`config.mk`:
```
export PLATFORM = sky130hd
export DESIGN_NAME = cnu_minsum_serial
export DESIGN_NICKNAME = d
export VERILOG_FILES = /design/src/rtl/cnu_minsum_serial.sv
export SDC_FILE = /design/constraint.sdc
export NUM_CORES = 1
export LEC_CHECK = 0
export CORE_MARGIN = 4
export CORE_UTILIZATION = 45
export DETAILED_ROUTE_END_ITERATION = 16
export GPL_TIMING_DRIVEN = 0
export PLACE_DENSITY = 0.72
export SLEW_MARGIN = 20
export SYNTH_ARGS = -nofsm -noshare
export SYNTH_HDL_FRONTEND = slang
export SYNTH_SLANG_ARGS = --single-unit
```
`constraint.sdc`:
```
create_clock -name clk -period 2.8 [get_ports clk]
set_input_delay 0.42 -clock clk [delete_from_list [all_inputs] [get_ports clk]]
set_output_delay 0.42 -clock clk [all_outputs]
set_load 0.05 [all_outputs]
```
`src/rtl/cnu_minsum_serial.sv`:
```
// Serial min-sum check-node unit.
// Collects DC variable-to-check LLRs (one per cycle), tracks the two smallest
// magnitudes, the index of the smallest and the sign parity, then emits DC
// check-to-variable LLRs in the same edge order.
// Optional build macro: CNU_OFFSET_EN (offset min-sum, magnitude reduced by OFFSET).
module cnu_minsum_serial #(
  parameter int DC     = 6,
  parameter int OFFSET = 1
) (
  input  logic              clk,
  input  logic              rst,
  input  logic              in_valid,
  input  logic signed [7:0] in_msg,
  output logic              in_ready,
  output logic              out_valid,
  output logic signed [7:0] out_msg,
  output logic              out_last,
  input  logic              out_ready
);

  localparam int DATA_W = 8;
  localparam int MAG_W  = DATA_W - 1;
  localparam int IDX_W  = (DC > 1) ? $clog2(DC) : 1;
  localparam int SGN_N  = 1 << IDX_W;

  localparam logic [IDX_W-1:0] IDX_LAST = IDX_W'(DC - 1);
  localparam logic [IDX_W-1:0] IDX_ONE  = IDX_W'(1);
  localparam logic [MAG_W-1:0] MAG_MAX  = '1;

  // Elaboration-time sanity check of the configuration.
  generate
    if (DC < 2 || DC > 16 || OFFSET < 0 || OFFSET > 127) begin : g_cfg_chk
      $error("cnu_minsum_serial: illegal DC or OFFSET");
    end
  endgenerate

  typedef enum logic {
    COLLECT = 1'b0,
    EMIT    = 1'b1
  } state_t;

  // Saturating absolute value: -128 maps to 127 so magnitudes fit in MAG_W bits.
  function automatic logic [MAG_W-1:0] sat_abs(input logic signed [DATA_W-1:0] x);
    logic signed [DATA_W-1:0] neg;
    neg = -x;
    if (x[DATA_W-1] && (x[MAG_W-1:0] == '0)) return MAG_MAX;
    else if (x[DATA_W-1])                    return neg[MAG_W-1:0];
    else                                     return x[MAG_W-1:0];
  endfunction

`ifdef CNU_OFFSET_EN
  // Offset min-sum: subtract OFFSET and clamp at zero before the sign is applied.
  function automatic logic [MAG_W-1:0] apply_offset(input logic [MAG_W-1:0] mag);
    if (int'(mag) > OFFSET) return MAG_W'(int'(mag) - OFFSET);
    else                    return '0;
  endfunction
`else
  // Plain min-sum: magnitude passes through unchanged.
  function automatic logic [MAG_W-1:0] apply_offset(input logic [MAG_W-1:0] mag);
    return mag;
  endfunction
`endif

  // Apply a sign to a non-negative magnitude; zero stays zero for either sign.
  function automatic logic signed [DATA_W-1:0] apply_sign(input logic s,
                                                           input logic [MAG_W-1:0] mag);
    logic signed [DATA_W-1:0] pos;
    pos = {1'b0, mag};
    return s ? -pos : pos;
  endfunction

  state_t             state_q;
  logic [IDX_W-1:0]   idx_q;
  logic [IDX_W-1:0]   idx1_q, idx1_d;
  logic [MAG_W-1:0]   min1_q, min1_d;
  logic [MAG_W-1:0]   min2_q, min2_d;
  logic               parity_q;
  logic [SGN_N-1:0]   sign_q;

  logic               in_fire;
  logic               out_fire;
  logic [MAG_W-1:0]   mag_in;
  logic [MAG_W-1:0]   emit_mag;
  logic               emit_sgn;

  // Handshakes and the running two-minimum update for the incoming edge.
  always_comb begin
    in_fire  = in_valid  && (state_q == COLLECT);
    out_fire = out_ready && (state_q == EMIT);
    mag_in   = sat_abs(in_msg);
    min1_d   = min1_q;
    min2_d   = min2_q;
    idx1_d   = idx1_q;
    if (mag_in < min1_q) begin
      min2_d = min1_q;
      min1_d = mag_in;
      idx1_d = idx_q;
    end else if (mag_in < min2_q) begin
      min2_d = mag_in;
    end
  end

  // Output message for the current edge; outputs are zero outside EMIT.
  always_comb begin
    emit_mag  = apply_offset((idx_q == idx1_q) ? min2_q : min1_q);
    emit_sgn  = parity_q ^ sign_q[idx_q];
    in_ready  = (state_q == COLLECT);
    out_valid = (state_q == EMIT);
    out_msg   = '0;
    out_last  = 1'b0;
    if (state_q == EMIT) begin
      out_msg  = apply_sign(emit_sgn, emit_mag);
      out_last = (idx_q == IDX_LAST);
    end
  end

  // Collect/emit FSM with edge counter and per-frame accumulators.
  always_ff @(posedge clk or posedge rst) begin
    if (rst) begin
      state_q  <= COLLECT;
      idx_q    <= '0;
      idx1_q   <= '0;
      min1_q   <= MAG_MAX;
      min2_q   <= MAG_MAX;
      parity_q <= 1'b0;
      sign_q   <= '0;
    end else begin
      case (state_q)
        COLLECT: begin
          if (in_fire) begin
            sign_q[idx_q] <= in_msg[DATA_W-1];
            parity_q      <= parity_q ^ in_msg[DATA_W-1];
            min1_q        <= min1_d;
            min2_q        <= min2_d;
            idx1_q        <= idx1_d;
            if (idx_q == IDX_LAST) begin
              state_q <= EMIT;
              idx_q   <= '0;
            end else begin
              idx_q <= idx_q + IDX_ONE;
            end
          end
        end
        EMIT: begin
          if (out_fire) begin
            if (idx_q == IDX_LAST) begin
              state_q  <= COLLECT;
              idx_q    <= '0;
              idx1_q   <= '0;
              min1_q   <= MAG_MAX;
              min2_q   <= MAG_MAX;
              parity_q <= 1'b0;
            end else begin
              idx_q <= idx_q + IDX_ONE;
            end
          end
        end
        default: begin
          state_q <= COLLECT;
          idx_q   <= '0;
        end
      endcase
    end
  end

endmodule

```
==> key figures <==
Synthesis
  – Async SR Flop Fraction: 100%
  – Cell area after synthesis: 0.00234 mm2
  – Post-synthesis xor/xnor area fraction: 4.81%
  – Post-synthesis cell count: 251
  – Main synth FF type: dfrtp_1
  – Syn Area/Cell: 9.34 um2
  – Syn Nets: 277
  – Post-Synth Adder-Cell Area: 7.47%
  – Post-synthesis compound-gate area fraction: 19.9%
  – Mux contribution to synthesized area: 13.6%
  – Synth warnings: 0
  – Sequential-to-total area share from yosys stat: 32.8%
  – Post-synth EDFFs: 0
  – Area fraction of the dominant cell type after synthesis: 17.1%
  – Synth cell types: 58
  – Cell taking the most area after synthesis: dfrtp_1
  – Yosys reg bits: 30
  – Largest cells by area after synthesis: dfrtp_1 (17%), dfstp_2 (16%), ha_1 (7.5%), nor2_1 (4.8%), mux2_2 (4.3%)
  – Largest family of logic cells by synthesized area: compound AO/OA/AOI/OAI gates
  – Post-synthesis simple-gate area fraction: 15.8%

Timing
  – Worst Skew: 0.00678 ns
  – Final Hold Vio Count: 0
  – Worst Tran Pin Value: 0.637 ns
  – Max-slew violations: 0
  – RSZ-0062 raised after global routing: true
  – Worst Slack Setup Final: -0.216 ns
  – Final setup vio count: 21
  – Worst slew margin: 57.5%
  – Fmax achieved: 0.332 GHz
  – Final Cycle Share: 108%
  – Post-layout min period: 3.02 ns

Placed design
  – Final Wtd Congestion: 0.865
  – Placed Instances: 342
  – DP HPWL: 4.23 mm
  – IO Port Bufs: 21
  – Worst slack at placement: -1.16 ns

Clock network
  – Clock Latency Late Sink: 0.30 ns
  – CTS tree: yes
  – Max clock buf depth: 2
  – Sink Count: 30
  – Cts bufs inserted: 5
  – Cts hold-fix bufs: 0
  – Clk root buf: clkbuf_8
  – Reg clk slew, reported paths: 0.07 ns
  – # H-tree levels: 2

Min path
  – Worst Hold Depth: 2
  – Worst hold path type: register to register
  – Hold_sp: sign_q[2]$_DFFE_PP0P_
  – Worst Hold End: sign_q[2]$_DFFE_PP0P_

Layout
  – Share of cells above drive strength 1: 48.9%
  – Final Net Count: 340
  – Antenna fix cells: 0
  – P&R area growth vs syn: 46.7%
  – Layout Cells excl Fill: 385

Critical path
  – Critical Path AT: 3.24 ns
  – R2R Setup Slk: 0.30 ns
  – Startpoint types: input port
  – Crit-path max FO: 7
  – Reg2reg end: min2_q[1]$_DFFE_PP1P_
  – Worst R2R Start: min1_q[4]$_DFFE_PP1P_
  – R2r worst-path depth: 8
  – CP Capture Type: register
  – Setup Crit Path Kind: input port to register
  – Worst path required time: 3.02 ns

Status
  – Failing checks: negative setup slack
  – Status: complete, but fails checks

Floorplan
  – # rows: 26
  – Die W: 80.2 um
  – Starting Density: 46.2%
  – Die area: 0.00643 mm2
  – Ports: 23
  – Die Y: 80.2 um
  – Area of the core: 0.00507 mm2

Job
  – Max-cap violations: 0

GRT
  – First-pass GRT wire length: 10.3 mm
  – Largest net degree at the start of global routing: 31
  – Initial antenna violation count: 0
  – Grt ovf: 0
  – Vias in the first global route: 2,106
  – Gr usage total: 20.6%

Detailed routing
  – Drt total wl: 6.60 mm
  – Post-DRT Antenna Nets: 0
  – DRC viols: 0
  – DR vias/cell: 5.50
  – Routed via count: 2,118
  – Initial DRC count: 158
  – Drt pass-1 iters: 4
  – Routed WL per cell: 17.2 um
## Yosys cell counts, drive strengths merged, types with 3 or more instances
cell	count
a2bb2oi	4
a21o	3
nor2	30
o21ai	15
buf	5
nand3	6
inv	20
nor3	6
dfrtp	16
xor2	5
clkbuf	6
nor2b	3
a21oi	14
nand2	15
o211ai	4
mux2	15
mux2i	7
nand2b	3
o31ai	3
xnor2	7
dfstp	14
ha	14
a31oi	3
## sequential cells by signal (all words and copies together), names as in the netlist
signal and cells:
sign_q 8, min1_q 7, min2_q 7, idx1_q 3
idx_q 3, out_valid 1, parity_q 1
## how the worst max path moves through the flow
stage | to | slack (ns) | startpoint
global placement | min2_q[6]$_DFFE_PP1P_ | -1.16 | in_msg[0]
finish | min2_q[1]$_DFFE_PP1P_ | -0.22 | in_msg[5]
floorplan | min2_q[6]$_DFFE_PP1P_ | -0.35 | in_msg[1]
global route | min1_q[5]$_DFFE_PP1P_ | -0.29 | in_msg[5]
detailed placement | min2_q[1]$_DFFE_PP1P_ | -1.16 | in_msg[0]
CTS | min2_q[6]$_DFFE_PP1P_ | -0.24 | in_msg[0]
## cell families after synthesis
group / Yosys count
fa+ha+maj: 14
buf+inv: 32
mux: 24
xor+xnor: 12
flops: 30
compound gates: 63
simple gates: 76
## what timing repair did
action,CTS,global route
pin swaps,9,9
setup endpoints to repair,25,25
buffers inserted,32,6
resized for setup,103,50
## metrics by stage
| stage | util, % | hold slack, ns | cell area [um2] | setup TNS, ns |
|---|---|---|---|---|
| 2_1_floorplan | - | 0.443 | 2450 | -3.41 |
| 3_3_place_gp | 54.2 | 0.467 | 2750 | -21.91 |
| 3_5_place_dp | 54.2 | 0.472 | 2750 | -22.29 |
| 4_1_cts | 63.8 | 0.488 | 3240 | -2.52 |
| 5_1_grt | 67.8 | 0.510 | 3440 | -5.12 |
| 6_report | 67.8 | 0.482 | 3440 | -3.08 |
## cell type report
| cell class | count | area [um2] |
|---|---|---|
| tap | 70 | 87.6 |
| timing repair buffer | 57 | 523 |
| inverter | 21 | 85.1 |
| buffer | 10 | 73.8 |
| clock inverter | 2 | 12.5 |
| multi-input combinational | 189 | 1800 |
| sequential | 30 | 769 |
| fill | 409 | 1640 |
| clock buffer | 6 | 82.6 |
## layout by cell type, fill, tap and decap left out, drive strengths merged, types with 4 or more instances in the layout
master / count
nand2: 15
o211ai: 4
buf: 52
dfstp: 14
o21ai: 15
nand3: 6
dfrtp: 16
clkdlybuf4s50: 6
mux2: 15
clkbuf: 12
nor2: 30
inv: 19
a2bb2oi: 4
xor2: 5
nor3: 6
ha: 14
xnor2: 7
mux2i: 7
a21oi: 14
## worst max-delay path, stage by stage
cell and delay [ns]:
dlygate4sd2_1 0.41, nor3_4 0.09, and2_2 0.24, o311a_4 0.40, ha_1 0.20, a21o_1 0.15
a221o_1 0.39, o31ai_4 0.29, a41o_1 0.16, buf_6 0.16, mux2_4 0.31
## layer usage
layer / global-route usage (%) / up-vias / wire, um
met5: 0 / - / 0
met4: 6.42 / 0 / 105
met3: 3.48 / 10 / 300
met2: 36.3 / 66 / 3490
met1: 25.6 / 1020 / 2710
li1: - / 1022 / -
Power is not shown: default switching activity piles up to over one toggle a cycle in this logic, so the estimate is an artifact.
